File: src/rtl/irq_prio_pkg.sv
// Shared types for the interrupt priority controller.
// FSM state encoding and arbitration mode constants.
package irq_prio_pkg;

  typedef enum logic [0:0] {
    IDLE    = 1'b0,
    PRESENT = 1'b1
  } state_e;

  localparam logic MODE_FIXED = 1'b0;
  localparam logic MODE_RR    = 1'b1;

  function automatic logic mode_of(int rr);
    return (rr != 0) ? MODE_RR : MODE_FIXED;
  endfunction

endpackage

File: src/rtl/irq_prio_arb.sv
// Combinational arbiter: rotated search over a doubled request vector.
// Fixed mode forces the base to 0 and scans from the top index down.
module irq_prio_arb
  import irq_prio_pkg::*;
#(
  parameter  int NUM_CH = 4,
  localparam int CH_W   = $clog2(NUM_CH)
) (
  input  logic [NUM_CH-1:0] req_i,
  input  logic [CH_W-1:0]   ptr_i,
  input  logic              mode_i,
  output logic              gnt_any_o,
  output logic [CH_W-1:0]   gnt_idx_o
);

  logic [2*NUM_CH-1:0] dbl;
  logic [CH_W-1:0]     base;
  logic                hit;

  assign dbl  = {req_i, req_i};
  assign base = (mode_i == MODE_RR) ? ptr_i : '0;

  function automatic int slot(logic rr, int b, int k);
    return rr ? (b + k) : (NUM_CH - 1 - k);
  endfunction

  function automatic int wrap(int j);
    return (j >= NUM_CH) ? (j - NUM_CH) : j;
  endfunction

  always_comb begin
    gnt_any_o = |req_i;
    gnt_idx_o = '0;
    hit       = 1'b0;
    for (int k = 0; k < NUM_CH; k++) begin
      if (!hit && dbl[slot(mode_i, int'(base), k)]) begin
        hit       = 1'b1;
        gnt_idx_o = CH_W'(wrap(slot(mode_i, int'(base), k)));
      end
    end
  end

endmodule

File: src/rtl/irq_prio_ctrl.sv
// Interrupt capture, masking and one-at-a-time grant presentation
// on a registered valid/ready port.
module irq_prio_ctrl
  import irq_prio_pkg::*;
#(
  parameter  int NUM_CH  = 4,
  parameter  int DATA_W  = 8,
  parameter  int RR_MODE = 0,
  localparam int CH_W    = $clog2(NUM_CH)
) (
  input  logic              clk,
  input  logic              rst,
  input  logic [NUM_CH-1:0] irq_i,
  input  logic [DATA_W-1:0] data_i [NUM_CH],
  input  logic [NUM_CH-1:0] mask_i,
  output logic              valid_o,
  output logic [CH_W-1:0]   ch_o,
  output logic [DATA_W-1:0] data_o,
  input  logic              ready_i,
  output logic [NUM_CH-1:0] pending_o,
  output logic [NUM_CH-1:0] overrun_o
);

  localparam logic MODE = mode_of(RR_MODE);

  state_e            state_q;
  logic [NUM_CH-1:0] pending_q;
  logic [NUM_CH-1:0] pending_d;
  logic [NUM_CH-1:0] overrun_q;
  logic [NUM_CH-1:0] elig;
  logic [NUM_CH-1:0] clr;
  logic [DATA_W-1:0] payload_q [NUM_CH];
  logic [CH_W-1:0]   ptr_q;
  logic [CH_W-1:0]   ptr_d;
  logic [CH_W-1:0]   gnt_idx;
  logic              gnt_any;
  logic              grant;
  logic              valid_q;
  logic [CH_W-1:0]   ch_q;
  logic [DATA_W-1:0] data_q;

  assign elig = pending_q & ~mask_i;

  irq_prio_arb #(
    .NUM_CH (NUM_CH)
  ) u_arb (
    .req_i     (elig),
    .ptr_i     (ptr_q),
    .mode_i    (MODE),
    .gnt_any_o (gnt_any),
    .gnt_idx_o (gnt_idx)
  );

  assign grant = (state_q == IDLE) && gnt_any;

  always_comb begin
    clr = '0;
    if (grant) clr[gnt_idx] = 1'b1;
  end

  // A same-cycle request re-arms the bit the grant is clearing.
  assign pending_d = irq_i | (pending_q & ~clr);
  assign ptr_d = (int'(gnt_idx) == NUM_CH - 1) ? '0 : gnt_idx + 1'b1;

  always_ff @(posedge clk) begin
    if (rst) begin
      state_q   <= IDLE;
      pending_q <= '0;
      overrun_q <= '0;
      ptr_q     <= '0;
      valid_q   <= 1'b0;
      ch_q      <= '0;
      data_q    <= '0;
      for (int i = 0; i < NUM_CH; i++) payload_q[i] <= '0;
    end else begin
      pending_q <= pending_d;
      overrun_q <= irq_i & pending_q & ~clr;
      for (int i = 0; i < NUM_CH; i++) begin
        if (irq_i[i]) payload_q[i] <= data_i[i];
      end
      unique case (state_q)
        IDLE: begin
          if (gnt_any) begin
            ch_q    <= gnt_idx;
            data_q  <= payload_q[gnt_idx];
            valid_q <= 1'b1;
            state_q <= PRESENT;
            if (MODE == MODE_RR) ptr_q <= ptr_d;
          end
        end
        PRESENT: begin
          if (valid_q && ready_i) begin
            valid_q <= 1'b0;
            state_q <= IDLE;
          end
        end
      endcase
    end
  end

  assign valid_o   = valid_q;
  assign ch_o      = ch_q;
  assign data_o    = data_q;
  assign pending_o = pending_q;
  assign overrun_o = overrun_q;

endmodule
File: config.mk
export PLATFORM = sky130hd
export DESIGN_NAME = irq_prio_ctrl
export DESIGN_NICKNAME = d
export VERILOG_FILES = /design/src/rtl/irq_prio_pkg.sv /design/src/rtl/irq_prio_arb.sv /design/src/rtl/irq_prio_ctrl.sv
export SDC_FILE = /design/constraint.sdc
export NUM_CORES = 1
export LEC_CHECK = 0
export BUFFER_PORTS_ARGS = -buffer_cell sky130_fd_sc_hd__buf_2
export CORE_ASPECT_RATIO = 1.75
export CORE_MARGIN = 2
export CORE_UTILIZATION = 50
export CTS_BUF_LIST = sky130_fd_sc_hd__clkbuf_8
export DETAILED_ROUTE_END_ITERATION = 10
export GPL_ROUTABILITY_DRIVEN = 0
export PLACE_DENSITY = 0.77
export REMOVE_ABC_BUFFERS = 1
export SLEW_MARGIN = 40
export SYNTH_ARGS = -nofsm -noshare
export SYNTH_HDL_FRONTEND = slang
export SYNTH_SLANG_ARGS = --single-unit
File: constraint.sdc
create_clock -name clk -period 1.8 [get_ports clk]
set_input_delay 0.36 -clock clk [delete_from_list [all_inputs] [get_ports clk]]
set_output_delay 0.36 -clock clk [all_outputs]
set_load 0.01 [all_outputs]
==> impl_metrics.sql <==
INSERT INTO impl_metrics (metric_group, metric, value, unit) VALUES
('outcome', 'result_of_the_run', 'finished clean', ''),
('die', 'initial_utilization', '0.518', ''),
('timing', 'max_slew.worst_pin.slew', '449', 'ps'),
('timing', 'hold_violations', '0', ''),
('global_routing', 'grt_pass1_wl', '6690', 'um'),
('timing', 'slew_headroom', '0.700', ''),
('setup_path', 'worstPathArrival', '1640', 'ps'),
('detailed_routing', 'residual_drc_count', '0', ''),
('detailed_routing', 'vias_per_cell', '5.33', ''),
('min_path', 'hold-path-endpoint', 'valid_o', ''),
('min_path', 'timing.hold.worst.class', 'in -> reg', ''),
('setup_path', 'critPathKind', 'reg -> reg', ''),
('detailed_routing', 'num_vias', '1539', ''),
('timing', 'rsz0062_at_grt', 'no', ''),
('global_routing', 'globalRoute.totalOverflow', '0', ''),
('setup_path', 'required', '2000', 'ps'),
('final_layout', 'antenna_cells', '0', ''),
('setup_path', 'crit_path_start_kind', 'flip-flop', ''),
('detailed_routing', 'drt_first_pass_iters', '4', ''),
('clocking', 'cts_setup_buffers', '0', ''),
('clocking', 'cts.htree.levels', '2', ''),
('logic_synthesis', 'yosys_register_bits', '52', ''),
('final_layout', 'layout_common_cells', 'sky130_fd_sc_hd__buf_2, sky130_fd_sc_hd__and2_1, sky130_fd_sc_hd__edfxtp_1, sky130_fd_sc_hd__dfxtp_1, sky130_fd_sc_hd__nor2_1', ''),
('detailed_routing', 'total_wirelength', '4240', 'um'),
('min_path', 'hold-path-cell-count', '2', ''),
('detailed_routing', 'antenna_left', '0', ''),
('setup_path', 'r2r.worst_path.cells', '4', ''),
('clocking', 'cts_num_sinks', '52', ''),
('setup_path', 'worst-path-max-fanout', '11', ''),
('clocking', 'cts_hold_repair.buffers', '0', ''),
('clocking', 'cts_repair_resizes', '0', ''),
('clocking', 'clk-insertion-delay-late', '310', 'ps'),
('logic_synthesis', 'ys_types', '30', ''),
('detailed_routing', 'drt-initial-drc-count', '59', ''),
('logic_synthesis', 'synthCells', '171', ''),
('global_routing', 'grt_usage', '0.194', ''),
('clocking', 'numCtsBuffers', '5', ''),
('timing', 'fmax', '0.691', 'GHz'),
('timing', 'hold_slack', '241', 'ps'),
('final_layout', 'multiInputGateArea', '744', 'sq um'),
('final_layout', 'fillCellCount', '359', ''),
('logic_synthesis', 'synthesis.yosys.warnings', '0', ''),
('run', 'drv_cap', '0', ''),
('die', 'core_area', '4150', 'sq um'),
('placement', 'dp_hpwl', '3300', 'um'),
('die', 'design.die.area', '4860', 'sq um'),
('timing', 'final_skew', '7.11', 'ps'),
('pwr', 'vdd_ir_drop_max', '0.000621', 'V'),
('die', 'die_h', '90.7', 'um'),
('global_routing', 'grt_start_max_net_pins', '16', ''),
('placement', 'io_buffer_count', '61', ''),
('pwr', 'p_leak', '1.17', 'nW'),
('timing', 'setup_viol', '0', ''),
('pwr', 'p_per_area', '905', 'nW/um^2'),
('timing', 'final.period_utilization', '0.803', ''),
('final_layout', 'seqCellArea', '1360', 'sq um'),
('global_routing', 'grt_antenna_before_repair', '0', ''),
('global_routing', 'via_count_of_the_first_global_routing_pass', '1411', ''),
('clocking', 'clock_tree.root_cell', 'sky130_fd_sc_hd__clkbuf_8', ''),
('timing', 'min_period', '1450', 'ps'),
('logic_synthesis', 'syn-cell-area', '2150', 'sq um'),
('setup_path', 'timing.reg2reg.setup_slack', '350', 'ps'),
('final_layout', 'mostFrequentLayoutCell', 'sky130_fd_sc_hd__buf_2', ''),
('die', 'die_w', '53.6', 'um'),
('logic_synthesis', 'synth_area_per_cell', '12.6', 'sq um'),
('final_layout', 'flow.area_growth_from_synthesis', '21.6', '%'),
('die', 'rows', '31', ''),
('timing', 'fin_tns_setup', '0', 'ps'),
('setup_path', 'worstReg2RegStart', 'pending_o[1]', ''),
('detailed_routing', 'detail_route.wl_per_cell', '14.7', 'um'),
('clocking', 'clock_tree.buffer_depth', '2', ''),
('timing', 'timing.final.max_slew_violations', '0', ''),
('min_path', 'min-delay-start', 'ready_i', ''),
('final_layout', 'design.final.nets', '282', ''),
('clocking', 'tritoncts', 'yes', ''),
('logic_synthesis', 'synth.yosys.seq_area_share', '0.634', ''),
('setup_path', 'critPathCaptureType', 'flip-flop', ''),
('setup_path', 'reg2reg_to', 'data_o[7]', ''),
('final_layout', 'ratio_of_cells_with_drive_above_1_in_the_final_layout', '0.338', ''),
('die', 'ioPinCount', '62', ''),
('clocking', 'clkSlewWorstSetupHoldPaths', '90', 'ps');
-- kinds of logic after synthesis --
group	Yosys count	share of synthesized area
muxes	8	0.0419
buffers and inverters	9	0.0198
DFF	52	0.634
AOI/OAI and AO/OA	30	0.116
and+or+nand+nor	72	0.189
-- sequential cells by signal, summed over array words and instances (netlist names) --
register   cells
valid_o        1
pending_o      4
state_q        1
ch_o           2
overrun_o      4
data_o         8
payload_q     32
-- critical path, stage by stage, from the launching register on --
cell                       delay (ps)
sky130_fd_sc_hd__dfxtp_1          410
sky130_fd_sc_hd__nand2b_4         160
sky130_fd_sc_hd__mux2_4           330
sky130_fd_sc_hd__a222oi_1         310
sky130_fd_sc_hd__a211oi_1         120
-- worst max-delay path by stage --
stage	start	endpoint	cells after the start
final	pending_o[1]	data_o[7]	4
after global routing	pending_o[1]	data_o[7]	4
after CTS	pending_o[1]	data_o[5]	4
after detailed placement	mask_i[1]	data_o[5]	5
after global placement	mask_i[1]	data_o[5]	5
after floorplan	pending_o[3]	data_o[0]	4
-- synth_stat cells (all sizes together) --
cell type,n,share of area
and2,33,0.096
edfxtp,32,0.45
dfxtp,20,0.19
nor2,14,0.024
nor3,8,0.019
a221o,6,0.028
a22o,6,0.024
mux2i,6,0.028
a21oi,5,0.012
a211oi,4,0.014
clkbuf,4,0.0070
nand2b,4,0.015
nor2b,4,0.012
or2,4,0.012
inv,3,0.0052
nand2,3,0.0052
a222oi,2,0.0093
buf,2,0.0076
mux2,2,0.014
a211o,1,0.0041
a311oi,1,0.0041
a31oi,1,0.0029
a41oi,1,0.0076
and3,1,0.0029
o21ai,1,0.0023
o22a,1,0.0041
o31ai,1,0.0035
or3,1,0.0029
-- per-layer routing --
metal  up-vias  part of all wire  track usage
met5         -                 0            0
met4         0             0.018       0.0769
met3         7             0.051       0.0397
met2        55              0.53        0.325
met1       716              0.40        0.233
li1        761                 -            -
-- power breakdown --
group	internal, mW	switching, mW	leakage [nW]
clock network	0.264	0.370	0.0430
registers	1.37	0.0530	0.509
logic	0.151	0.160	0.616
-- area by class of cell --
cell class                      count  share of cell area
Sequential cell                    52               0.521
Multi-Input combinational cell    110               0.285
Timing Repair Buffer               67               0.134
Clock buffer                        5              0.0263
Tap cell                           49              0.0235
Clock inverter                      3             0.00575
Inverter                            3             0.00431
-- through the flow --
step | utilization | cell area [sq um] | instances | power [mW] | setup WS, ps
2_1_floorplan | - | 2120 | 165 | 1.61 | 131
4_1_cts | 0.629 | 2610 | 289 | 2.37 | 346
6_report | 0.629 | 2610 | 289 | 2.36 | 354
3_3_place_gp | 0.609 | 2530 | 281 | 1.75 | 250
3_5_place_dp | 0.609 | 2530 | 281 | 1.76 | 225
5_1_grt | 0.629 | 2610 | 289 | 2.47 | 252
Power figures use the tool's default switching activity.
